$ cat config.mk
export PLATFORM = sky130hd
export DESIGN_NAME = mult_div_unit
export DESIGN_NICKNAME = d
export VERILOG_FILES = /design/src/rtl/mdu_pkg.sv /design/src/rtl/mdu_step.sv /design/src/rtl/mult_div_unit.sv
export SDC_FILE = /design/constraint.sdc
export NUM_CORES = 1
export LEC_CHECK = 0
export BUFFER_PORTS_ARGS = -buffer_cell sky130_fd_sc_hd__buf_4
export CAP_MARGIN = 30
export CORE_MARGIN = 2
export CORE_UTILIZATION = 55
export DETAILED_ROUTE_END_ITERATION = 16
export PLACE_DENSITY = 0.85
export SLEW_MARGIN = 20
export SYNTH_ARGS = -nofsm -noshare
export SYNTH_HDL_FRONTEND = slang
export SYNTH_SLANG_ARGS = --single-unit
$ cat constraint.sdc
create_clock -name clk -period 10.94 [get_ports clk]
set_clock_uncertainty 0.05 [all_clocks]
set_input_delay 0.547 -clock clk [delete_from_list [all_inputs] [get_ports clk]]
set_output_delay 0.547 -clock clk [all_outputs]
set_load 0.01 [all_outputs]
$ cat src/rtl/mdu_pkg.sv
// Shared constants, op encodings and FSM states for the multiply/divide unit.
package mdu_pkg;

    localparam int WIDTH = 32;
    localparam int CNT_W = 5;

    localparam logic [1:0] OP_MULTU = 2'b00;
    localparam logic [1:0] OP_MULT  = 2'b01;
    localparam logic [1:0] OP_DIVU  = 2'b10;
    localparam logic [1:0] OP_DIV   = 2'b11;

    typedef enum logic [1:0] {
        IDLE = 2'd0,
        RUN  = 2'd1,
        FIX  = 2'd2
    } state_t;

    function automatic logic [WIDTH-1:0] mag(input logic [WIDTH-1:0] v, input logic neg);
        return neg ? (~v + 1'b1) : v;
    endfunction

endpackage

$ cat src/rtl/mdu_step.sv
// One radix-2 iteration: shift-add for multiply, restoring shift-subtract for divide.
module mdu_step
    import mdu_pkg::*;
(
    input  logic             div_mode,
    input  logic [WIDTH-1:0] acc_hi,
    input  logic             acc_lsb,
    input  logic             acc_msb,
    input  logic [WIDTH-1:0] opnd,
    output logic [WIDTH-1:0] nxt_hi,
    output logic             nxt_bit
);

    logic [WIDTH:0]   sum;
    logic [WIDTH:0]   shifted;
    logic [WIDTH-1:0] diff;
    logic             carry_n;
    logic             borrow;

    always_comb begin
        sum     = {1'b0, acc_hi} + (acc_lsb ? {1'b0, opnd} : {(WIDTH+1){1'b0}});
        shifted = {acc_hi, acc_msb};
        // A set bit 32 in the shifted remainder can never borrow against a 32-bit divisor.
        {carry_n, diff} = {1'b0, shifted[WIDTH-1:0]} - {1'b0, opnd};
        borrow  = carry_n & ~shifted[WIDTH];
        if (div_mode) begin
            nxt_hi  = borrow ? shifted[WIDTH-1:0] : diff;
            nxt_bit = ~borrow;
        end else begin
            nxt_hi  = sum[WIDTH:1];
            nxt_bit = sum[0];
        end
    end

endmodule

$ cat src/rtl/mult_div_unit.sv
// Iterative MULT/MULTU/DIV/DIVU unit with HI/LO registers; 34 busy cycles per op.
// One priming cycle loads the shift register, then 32 steps, then a sign-fix cycle.
module mult_div_unit
    import mdu_pkg::*;
#(
    parameter int WIDTH = 32
) (
    input  logic             clk,
    input  logic             reset,
    input  logic             start,
    input  logic [1:0]       op,
    input  logic [WIDTH-1:0] a,
    input  logic [WIDTH-1:0] b,
    input  logic             mthi,
    input  logic             mtlo,
    input  logic [WIDTH-1:0] wdata,
    output logic             busy,
    output logic [WIDTH-1:0] hi,
    output logic [WIDTH-1:0] lo
);

    state_t               state, state_nxt;
    logic [CNT_W-1:0]     cnt;
    logic                 primed;
    logic                 div_q;
    logic                 sign_a, sign_b;
    logic [WIDTH-1:0]     a_q, b_q;
    logic [2*WIDTH-1:0]   acc;
    logic [WIDTH-1:0]     step_hi;
    logic                 step_bit;
    logic [2*WIDTH-1:0]   prod_fix;
    logic [WIDTH-1:0]     quo_fix, rem_fix;
    logic                 signed_op;

    assign signed_op = op[0];
    assign busy      = (state != IDLE);

    mdu_step u_step (
        .div_mode (div_q),
        .acc_hi   (acc[2*WIDTH-1:WIDTH]),
        .acc_lsb  (acc[0]),
        .acc_msb  (acc[WIDTH-1]),
        .opnd     (div_q ? b_q : a_q),
        .nxt_hi   (step_hi),
        .nxt_bit  (step_bit)
    );

    always_ff @(posedge clk or posedge reset) begin
        if (reset) state <= IDLE;
        else       state <= state_nxt;
    end

    always_comb begin
        state_nxt = state;
        case (state)
            IDLE:    if (start) state_nxt = RUN;
            RUN:     if (primed && cnt == {CNT_W{1'b1}}) state_nxt = FIX;
            FIX:     state_nxt = IDLE;
            default: state_nxt = IDLE;
        endcase
    end

    // Sign flags are only captured for signed ops, so unsigned ops never get corrected.
    always_comb begin
        prod_fix = (sign_a ^ sign_b) ? (~acc + 1'b1) : acc;
        rem_fix  = sign_a ? (~acc[2*WIDTH-1:WIDTH] + 1'b1) : acc[2*WIDTH-1:WIDTH];
        if (b_q == '0)
            quo_fix = {WIDTH{1'b1}};
        else
            quo_fix = (sign_a ^ sign_b) ? (~acc[WIDTH-1:0] + 1'b1) : acc[WIDTH-1:0];
    end

    always_ff @(posedge clk or posedge reset) begin
        if (reset) begin
            cnt    <= '0;
            primed <= 1'b0;
            div_q  <= 1'b0;
            sign_a <= 1'b0;
            sign_b <= 1'b0;
            a_q    <= '0;
            b_q    <= '0;
            acc    <= '0;
            hi     <= '0;
            lo     <= '0;
        end else begin
            case (state)
                IDLE: begin
                    if (start) begin
                        div_q  <= op[1];
                        sign_a <= signed_op & a[WIDTH-1];
                        sign_b <= signed_op & b[WIDTH-1];
                        a_q    <= mag(a, signed_op & a[WIDTH-1]);
                        b_q    <= mag(b, signed_op & b[WIDTH-1]);
                        cnt    <= '0;
                        primed <= 1'b0;
                    end else begin
                        if (mthi) hi <= wdata;
                        if (mtlo) lo <= wdata;
                    end
                end
                RUN: begin
                    if (!primed) begin
                        acc    <= {{WIDTH{1'b0}}, (div_q ? a_q : b_q)};
                        primed <= 1'b1;
                    end else begin
                        // Divide shifts quotient bits in at the bottom; multiply shifts product bits down.
                        if (div_q) acc <= {step_hi, acc[WIDTH-2:0], step_bit};
                        else       acc <= {step_hi, step_bit, acc[WIDTH-1:1]};
                        cnt <= cnt + 1'b1;
                    end
                end
                FIX: begin
                    if (div_q) begin
                        hi <= rem_fix;
                        lo <= quo_fix;
                    end else begin
                        hi <= prod_fix[2*WIDTH-1:WIDTH];
                        lo <= prod_fix[WIDTH-1:0];
                    end
                end
                default: ;
            endcase
        end
    end

endmodule

; ---- After elaboration in Yosys (flattened, before gate mapping)
; Index checks and enable logic that the tools add are counted.
[word_totals]
out_inout_bits = 65
input_bits = 103
elab_cells = 81
latchBits = 0
rom_bits = 0
memories = 0
ram_bits = 0
regBits = 203
[op_classes]
n_lt_le_gt_ge = 0
shifts = 0
eq_ne = 9
muxes = 30
n_div = 0
reduce_logical = 12
n_bitwise = 11
addsub = 8
mul = 0
[op_table]
columns = cell, n
row1 = $mux 32, 17
row2 = $add 32x1->32 const B, 4
row3 = $mux 64, 2
row4 = $not 32->32, 4
row5 = $pmux 32 s2, 2
row6 = $add 64x1->64 const B, 1
row7 = $not 64->64, 1
row8 = $add 32x33->33, 1
row9 = $sub 32x32->33, 1
row10 = $logic_not 32->1, 1
row11 = $ne 2x2->1 const B, 6
row12 = $mux 5, 2
row13 = $pmux 5 s2, 1
row14 = $reduce_and 3->1, 3
row15 = $reduce_and 2->1, 3
row16 = $reduce_bool 2->1, 3
row17 = $add 5x1->5 const B, 1
row18 = $eq 5x5->1 const B, 1
row19 = $mux 2, 2
row20 = $pmux 2 s2, 1
row21 = $and 1x1->1, 3
row22 = $eq 2x1->1 const B, 1
row23 = $eq 2x2->1 const B, 1
row24 = $logic_not 2->1, 1
row25 = other kinds (5), 7

; ---- Longest topological paths before layout
; Gate-level depths: netlist (run 1).
[logic_depth]
word_depth = 7
mapped_depth = 18
depth_no_buf = 15

; ---- Hierarchy
; Synthesis (run 1) repeated with hierarchy kept, for this count alone.
[hier_totals]
hier_cells = 2100
area_unflattened_um2 = 16918.7
[by_module_without_submodules]
columns = mod, area_each_um2, cells_per_inst, seq_area_each_um2, n_inst
row1 = mult_div_unit, 12555.8, 1440, 5079.9, 1
row2 = mdu_step, 4362.9, 660, 0.0, 1

; ---- Least setup slack after synthesis (run 1)
; No wires, ideal clock.
[synth_path]
path_type = register -> register
from = register div_q
to = register acc[62]
path_slack_ns = 6.305
t_arrival_ns = 4.459
setup_time_ns = 0.126
stages_incl_launch_ff = 18
t_required_ns = 10.764
path_buffers = 4
synth_period_minus_slack_ns = 4.635
cell_sequence = dfrtp_1 > buf_1 > buf_1 > clkbuf_1 > buf_2 > mux2i_1 > nor2_1 > ha_1 > a21oi_1 > o21ai_0 > a31o_2 > a41o_1 > a21oi_1 > o211ai_1 > a221o_1 > a31oi_1 > xnor2_1 > a221o_1
[synth_between]
elab_chain_cells = 6
word_cells_on_any_way = 8
cone_classes = 2 x add/sub / 5 x mux / 1 x bitwise
[synth_lines]
columns = item, line
row1 = "start, declared", mult_div_unit.sv:25  ; logic div_q;
row2 = "start signal, assigned", mult_div_unit.sv:89  ; div_q <= op[1];
row3 = $mux 32, mult_div_unit.sv:43  ; .opnd (div_q ? b_q : a_q),
row4 = $sub 32x32->33, mdu_step.sv:24  ; {carry_n, diff} = {1'b0, shifted[WIDTH-1:0]} - {1'b0, opnd};
row5 = $and 1x1->1, mdu_step.sv:25  ; borrow = carry_n & ~shifted[WIDTH];
row6 = $mux 32, mdu_step.sv:27  ; nxt_hi = borrow ? shifted[WIDTH-1:0] : diff;
row7 = $mux 32 (*), mdu_step.sv:26  ; if (div_mode) begin
row8 = $mux 64 (*), mult_div_unit.sv:102  ; if (!primed) begin
row9 = "end signal, assigned", mult_div_unit.sv:103  ; acc <= {{WIDTH{1'b0}}, (div_q ? a_q : b_q)};
row10 = "end signal, assigned", mult_div_unit.sv:107  ; if (div_q) acc <= {step_hi, acc[WIDTH-2:0], step_bit};
row11 = "end signal, assigned", mult_div_unit.sv:108  ; else acc <= {step_hi, step_bit, acc[WIDTH-1:1]};
row12 = "end, declared", mult_div_unit.sv:28  ; logic [2*WIDTH-1:0] acc;
; Mark *: on every way between the ends. The rest lies on a longest branch, timed or not.
; A chain may end at the register's enable or synchronous reset.

; ---- Final worst setup path (run 1)
[layout_path]
from = register div_q
to = register acc[45]
; Same word-level chain as after synthesis.

==> results of run 1 <==
==> worst max-delay path, cell delays in order (launching register included) <==
cell and delay (ns):
sky130_fd_sc_hd__dfrtp_4 0.95, sky130_fd_sc_hd__buf_4 0.79, sky130_fd_sc_hd__mux2i_1 0.21, sky130_fd_sc_hd__ha_1 0.45, sky130_fd_sc_hd__nand4_1 0.20, sky130_fd_sc_hd__nor3_1 0.44
sky130_fd_sc_hd__nor2b_1 0.20, sky130_fd_sc_hd__a21o_1 0.14, sky130_fd_sc_hd__a2111oi_2 0.09, sky130_fd_sc_hd__nor2_4 0.48, sky130_fd_sc_hd__buf_4 0.46, sky130_fd_sc_hd__nor2_1 0.10
sky130_fd_sc_hd__a211oi_1 0.25, sky130_fd_sc_hd__a21oi_1 0.06, sky130_fd_sc_hd__o21ai_0 0.20
==> report_power, final <==
part	total, W	internal, W	switching (W)
Combinational	0.00438	0.00183	0.00255
Clock	0.000871	0.000533	0.000338
Sequential	0.00178	0.00111	0.000667
==> cell usage after synthesis, drive strengths merged, types with 5 or more instances <==
cell type and number:
o31ai 23, o21a 8, mux4 32, nand3 28
a22o 9, nor4 23, nor2b 10, and3 11
o22ai 34, xor2 88, a31oi 12, nand4 14
a22oi 10, o41ai 14, o21ai 232, xnor2 89
nand2 354, o211ai 16, nand2b 15, inv 33
nor3 34, buf 19, nor2 144, or4 10
or2 10, mux2i 49, and2 8, ha 71
or3 15, a221o 5, a21o 22, clkbuf 94
a21oi 125, dfrtp 203, a211oi 17
==> state kept, by name, summed over array words and instances (netlist names) <==
name / cells
state: 2
lo: 32
div_q: 1
hi: 32
a_q: 32
cnt: 5
acc: 64
sign_b: 1
b_q: 32
sign_a: 1
primed: 1
==> path summary, 6_finish.rpt <==
path | from | endpoint | slack (ns) | cells past startpoint
hold / removal | op[1] | div_q | 0.15 | 3
max in group asynchronous | reset | acc[40] | 9.38 | 5
setup reg to reg | div_q | acc[45] | 5.67 | 14
hold reg to reg | lo[17] | lo[17] | 0.43 | 2
setup / recovery | div_q | acc[45] | 5.67 | 14
min in group asynchronous | reset | lo[16] | 0.45 | 3
==> cell usage in the layout (no fill, tap or decap), types with 6 or more instances in the layout <==
cell	netlist	final
sky130_fd_sc_hd__nand2_1	354	354
sky130_fd_sc_hd__o21ai_0	225	225
sky130_fd_sc_hd__dfrtp_1	203	202
sky130_fd_sc_hd__buf_4	0	182
sky130_fd_sc_hd__nor2_1	144	143
sky130_fd_sc_hd__a21oi_1	124	124
sky130_fd_sc_hd__xnor2_1	89	89
sky130_fd_sc_hd__xor2_1	88	88
sky130_fd_sc_hd__ha_1	71	71
sky130_fd_sc_hd__mux2i_1	49	49
sky130_fd_sc_hd__o22ai_1	34	34
sky130_fd_sc_hd__nor3_1	33	33
sky130_fd_sc_hd__inv_1	33	32
sky130_fd_sc_hd__mux4_2	32	32
sky130_fd_sc_hd__nand3_1	28	28
sky130_fd_sc_hd__o31ai_1	23	23
sky130_fd_sc_hd__clkbuf_16	0	23
sky130_fd_sc_hd__a21o_1	22	22
sky130_fd_sc_hd__nor4_1	21	21
sky130_fd_sc_hd__a211oi_1	17	17
sky130_fd_sc_hd__o211ai_1	16	16
sky130_fd_sc_hd__nand2b_1	15	14
sky130_fd_sc_hd__nand4_1	14	14
sky130_fd_sc_hd__or3_1	13	13
sky130_fd_sc_hd__o41ai_1	13	13
sky130_fd_sc_hd__a31oi_1	12	12
sky130_fd_sc_hd__and3_1	11	11
sky130_fd_sc_hd__a22oi_1	10	10
sky130_fd_sc_hd__or4_1	9	9
sky130_fd_sc_hd__a22o_1	9	9
sky130_fd_sc_hd__or2_2	9	8
sky130_fd_sc_hd__nor2b_1	10	8
sky130_fd_sc_hd__and2_1	8	8
sky130_fd_sc_hd__o21a_1	8	8
sky130_fd_sc_hd__o21ai_1	7	7
sky130_fd_sc_hd__clkinv_2	0	6
==> metrics by stage <==
stage / instance area [sq um] / instances
after CTS: 18000 / 2416
after floorplan: 15700 / 1926
after detailed placement: 17200 / 2374
after global routing: 18100 / 2422
final: 18100 / 2422
after global placement: 17200 / 2373
==> per-layer routing <==
metal  track usage (%)  vias up
met5                 0        -
li1                  -     7125
met1              45.3     7366
met4              21.2        0
met2              54.5      949
met3              6.55      212
==> final cells by class <==
cell class	count	area share (%)
inverters	33	0.724
multi-input cells	1577	55.8
clock inverters	13	1.14
clock buffers	29	3.52
repair buffers	189	8.22
flip-flops and latches	203	28.0
well taps	378	2.61
==> cells by family after synthesis <==
logic type,after synthesis,share of synthesized area [%]
xor+xnor,177,9.85
flops,203,32.3
compound gates,561,21.4
fa+ha+maj,73,5.90
buf+inv,146,3.56
simple gates,684,19.2
mux,82,7.77
==> results list, run 1 <==
- Routability-driven placement finished with a final weighted congestion of 1.03.
* Category of the worst setup path launch point: flop
* Number of cells produced by synthesis: 1,926
- Clock tree synthesis inserted a total of 23 buffers.
* Net count after synthesis: 2,102
- Drt wl/cell: 22.2 microns
* Clock Tree Root: sky130_fd_sc_hd__clkbuf_16
- Chip width: 173 microns
- Overall routed net length: 53,800 microns
- Number of enable flip-flop cells after synthesis: 0
- Ant. Diodes: 0
* FF+latch area: 5080 sq um
* Post-detailed-route DRC marker count: 0
- Post-Route M1 WL: 21,000 microns
- Highest routed metal layer: met4
- The first global-routing pass estimated 82,200 microns of wire.
- Final worst hold slack: 0.152 ns
* Detailed route wirelength on metal2: 23,900 microns
- Endpoint class of the critical path: flop
- DRT antenna net count: 0
* Type of the worst setup path: reg2reg
- In this run the worst hold path is classified as in2reg.
* Met3 layer wire length in the routed design: 5310 microns
- Post-route core utilization: 64.8%
- Setup TNS after final layout: 0 ns
- The die is 173 microns tall.
- The hold violation total from the final report came to 0.
* Standard-cell rows: 61
- Top area cells in the synthesized netlist: sky130_fd_sc_hd__dfrtp_1 32%, sky130_fd_sc_hd__nand2_1 8.4%, sky130_fd_sc_hd__o21ai_0 7.2%
* Total global routing track utilization: 35.0%
- Dividing the detail-routed via count by the number of cells gives 6.46.
* Cts repair resizes: 0
- Number of global-route vias before repair: 14,700
- Avg Cell Area, Syn: 8.17 sq um
* Number of top-level design ports: 168
* Initial antenna violation count: 0
- HPWL after DPL: 40,200 microns
* Data arrival time at the worst-slack endpoint: 5.66 ns
- After synthesis, the share of flip-flops with an asynchronous set or reset is 100%.
- Across all setup checks in the final design, the least slack found is 5.67 ns.
* Sequential-to-total area share from yosys stat: 32.3%
- For this run, the number of Yosys warnings is 0.
* Highest net fanout along the worst path: 58
- TritonCTS clock tree: done
- Based on the critical path, the design can be clocked at up to 190 MHz.
* Routed vias: 15,700
- Before CTS, the worst setup slack after placement is 5.76 ns.
* Detailed-router iteration count before antenna repair: 7
- Tightest Pin Transition: 0.905 ns
* # fillers: 2,277
- VDD sags by at most 0.261 mV.
* Synth unique cells: 75
* Number of synthesized register bits: 203
- CORE AREA: 28,000 sq um
* Clk Latency, worst-skew pair: 0.54 ns
- CTS hold repair buffers: 0
- Once the floorplan was initialized, standard cells occupied 56.2% of the core.
* Max-slew violation count: 0
* H-tree depth: 1
* # Post-CTS Setup Buffers: 0
- Result of the run: complete, no violations
* Data required time of the worst path: 11.34 ns
* Share of post-route cells with drive strength above 1: 14.1%
- Final Cycle Share: 48.1%
- Setup violations remaining at the end of the flow were counted as 0.
* Number of design-rule violations left by the first detailed-router iteration: 1,831
- Netlist Area Pre-Place: 15,700 sq um
- Footprint of the multi-input gates: 10,100 sq um
- In this run the deepest clock path goes through 3 buffers.
* Overall power: 0.00703 W
- Across the run, the number of max-cap violations was 0.
- In this run the power density over the cells is 387 nW/um^2.
- RSZ-0062 raised after global routing: false
- Max_slew headroom: 39.7%
- For this run, the leading register cell type out of synthesis is sky130_fd_sc_hd__dfrtp_1.
- Area fraction of the dominant cell type after synthesis: 32.3%
- In the final design database the tool counted 2,203 nets.
* Floorplan die area: 30,000 sq um
- The biggest area contributor in the post-synthesis netlist is sky130_fd_sc_hd__dfrtp_1.
- Number of input and output port buffers inserted: 167
- Remaining global-route overflow: 0
- CTS saw 203 sinks.
- After clock tree synthesis, the clock-pin slew on the worst setup and hold paths is 0.06 ns.
* Pin count of the biggest net entering global routing: 132
- Minimum clock period after layout: 5.27 ns
- The area growth from synthesis to layout is 15.3%.
- Summed over all cells, the static leakage comes to 8.12 nW.
(Power assumes the default switching activity.)
==> inputs of run 2 (changes only) <==
clock period = 5.1 ns   (was 10.94 ns; I/O delays follow)
==> results list, run 2 (synthesis results as in run 1) <==
* RSZ-0062 raised after global routing: false
- The post-route core utilization was 67.0% (+2.2 points).
- Launch instance of the worst register-to-register path: div_q
* Routability-driven placement congestion ratio: 1.02 (-1.2%)
* Max-slew violation count: 0 (unchanged)
* Power share of the sequential group: 24.3% (-1.0 points)
* Pwr dens: 810 nW/um^2 (+110%)
- Total count of hold-check failures in the final report: 0 (unchanged)
- The maximum clock path buffer count was 3 (unchanged).
- Result of the run: complete, no violations
* Slowest CP cell: sky130_fd_sc_hd__dfrtp_4
- The highest metal layer carrying signal wires in the routed design is met4.
* Flip-flop count of the largest register after layout: 64 (unchanged)
- Clock network power share: 12.1% (-0.3 points)
- # fillers: 2,209 (-3.0%)
- Final Cycle Share: 84.3% (+36 points)
- Vert. Die Dim: 173 microns (unchanged)
- The total power draw was 0.0152 W (+120%).
- Largest voltage drop on the vdd net: 0.636 mV (+140%)
- The wire length the detailed router placed on met1 was 21,900 microns (+4.3%).
* CORE AREA: 28,000 sq um (unchanged)
* Chip width: 173 microns (unchanged)
- Cts repair resizes: 0 (unchanged)
* Standard-cell rows: 61 (unchanged)
- Number of global-route vias before repair: 15,500 (+5.3%)
- End point of the most critical hold path: a_q[16]
- Number of clock buffers inserted by TritonCTS: 24 (+4.3%)
- Number of input and output port buffers inserted: 167 (unchanged)
- The depth of the worst hold-timing path is 3 (unchanged).
- Worst-path cell chain: buf_4 -> mux2i_1 -> ha_1 -> a21oi_1 -> o21ai_0 -> o21bai_1 -> o31ai_1 -> buf_4 -> a2111oi_2 -> nor2_4 -> buf_12 -> mux4_2 -> nand2_1 -> o21ai_0
* Type of the worst setup path: reg2reg
* # Max-Cap Violations: 0 (unchanged)
* Remaining global-route overflow: 0 (unchanged)
* Tightest Pin Transition: 0.895 ns (-0.00991 ns)
* Detailed route wirelength on metal2: 25,200 microns (+5.3%)
* Data required time of the worst path: 5.44 ns (-5.90 ns)
* Worst setup startpoint: div_q
* Net switching share of the total power: 49.9% (-0.67 points)
* Endpoint of the lowest-slack register-to-register path: acc[0]
- The initial DRC count was 1,744 (-4.8%).
- Setup slack, reg-to-reg: 0.80 ns (-4.87 ns)
* Net Switching: 0.00758 W (+110%)
- Fin nets: 2,270 (+3.0%)
* Final worst hold slack: 0.00145 ns (-0.150 ns)
- The path class of the tightest hold or removal check is in2reg.
- The setup TNS is 0 ns (unchanged).
* Design internal power: 0.00761 W (+120%)
* Pin count of the biggest net entering global routing: 106 (-20%)
- Routed vias: 15,900 (+1.3%)
* Data arrival time at the worst-slack endpoint: 4.64 ns (-1.02 ns)
- TritonCTS clock tree: done
- Share of post-route cells with drive strength above 1: 14.1% (+0.027 points)
* Endpoint class of the critical path: flop
* Highest net fanout along the worst path: 52 (-10%)
- The length of the first detailed-routing pass in iterations was 7 (unchanged).
* Overall routed net length: 54,900 microns (+2.0%)
- The headroom to the max-slew limit is 40.4% (+0.66 points).
- Minimum clock period after layout: 4.30 ns (-0.970 ns)
- Global-route wire length before repair: 86,300 microns (+4.9%)
- Area growth from synthesis to layout: 19.3%
* Depth of the worst register-to-register path: 14 (unchanged)
* Drt wl/cell: 22.0 microns (-0.80%)
- Launch instance of the worst min-delay path: a[16]
- More flip-flops sit in one register than any other, and that register is acc.
- The HPWL after detailed placement came to 40,500 microns (+0.77%).
- The global-route total usage across every layer was 36.3% (+1.4 points).
- Clock slew at the register clock pins of the worst setup and hold paths: 0.06 ns (about the same)
- The initial antenna violation count is 2 (+2).
- H-tree depth: 1 (unchanged)
- CP peak stage delay: 0.65 ns (-0.30 ns)
- DRT antenna net count: 0 (unchanged)
- Category of the worst setup path launch point: flop
- Count of endpoints failing setup in the final report: 0 (unchanged)
- The top cell types in the final layout, fill and taps aside, are 354 x sky130_fd_sc_hd__nand2_1, 225 x sky130_fd_sc_hd__o21ai_0, 202 x sky130_fd_sc_hd__dfrtp_1.
- The number of top-level design ports came to 168 (unchanged).
- Post-detailed-route DRC marker count: 0 (unchanged)
* Relative contribution of combinational cells to total power: 63.6% (+1.3 points)
- Initial cell density of the core: 56.2% (unchanged)
- Clk Latency, worst-skew pair: 0.54 ns (about the same)
- Clock Tree Root: sky130_fd_sc_hd__clkbuf_16
* Most common library cell in the layout ignoring fill and taps: sky130_fd_sc_hd__nand2_1
* Top achievable clock speed: 233 MHz (+23%)
- Leakage power total: 8.38 nW (+3.1%)
- The floorplan die area came to 30,000 sq um (unchanged).
- Number of clock sinks seen by CTS: 203 (unchanged)
- The via-per-instance ratio was 6.36 (-1.5%).
- The detailed-routed wire length on met3 is 4830 microns (-9.1%).
-- run 2: through the flow --
step / cell area [sq um] / worst slack (ns) / std cells
after floorplan: 15700 / 0.465 / 1926
after global placement: 17300 / 0.966 / 2388
after detailed placement: 17300 / 0.884 / 2389
after CTS: 18700 / 0.880 / 2488
after global routing: 18800 / 0.532 / 2491
final: 18800 / 0.803 / 2491
-- run 2: layer usage --
metal | vias to the layer above | track usage (%)
met1 | 7507 | 47.7
li1 | 7260 | -
met5 | - | 0
met2 | 903 | 58.5
met4 | 0 | 18.0
met3 | 184 | 6.00
-- run 2: worst max-delay path, delay by kind of cell (launching register included) --
kind	cells	cell delay (ns)
AO/OA/AOI/OAI	6	1.22
adder cells (fa/ha/maj)	1	0.41
buffers and inverters	3	0.71
flip-flops	1	0.65
multiplexers	2	0.89
AND/OR/NAND/NOR	2	0.17
-- run 2: worst max-delay path by stage --
| stage | end | cells past startpoint | slack (ns) |
|---|---|---|---|
| floorplan | acc[62] | 17 | 0.47 |
| global placement | acc[57] | 14 | 0.97 |
| detailed placement | acc[62] | 14 | 0.88 |
| CTS | acc[62] | 14 | 0.88 |
| global route | acc[62] | 14 | 0.53 |
| finish | acc[0] | 14 | 0.80 |
-- run 2: layout make-up --
| type | instances | area, sq um | share of cell area [%] |
|---|---|---|---|
| multi-input cells | 1577 | 10100 | 53.9 |
| flip-flops and latches | 203 | 5080 | 27.1 |
| repair buffers | 255 | 2110 | 11.3 |
| clock buffers | 33 | 674 | 3.59 |
| well taps | 378 | 473 | 2.52 |
| clock inverters | 10 | 170 | 0.907 |
| inverters | 33 | 128 | 0.680 |
| diodes | 2 | 5.00 | 0.0267 |
-- run 2: power by group through the flow --
stage	clock [W]	combinational [W]	sequential, W
global route	0.00193	0.0106	0.00376
global placement	0	0.00926	0.00360
finish	0.00184	0.00966	0.00369
detailed placement	0	0.00942	0.00363
floorplan	0	0.00686	0.00314
CTS	0.00185	0.00951	0.00361
-- run 2: timing repair --
item / 4_1_cts / 5_1_grt
setup buffers: 0 / 0
hold endpoints to repair: 78 / 0
setup endpoints to repair: 0 / 0
hold buffers: 56 / 0
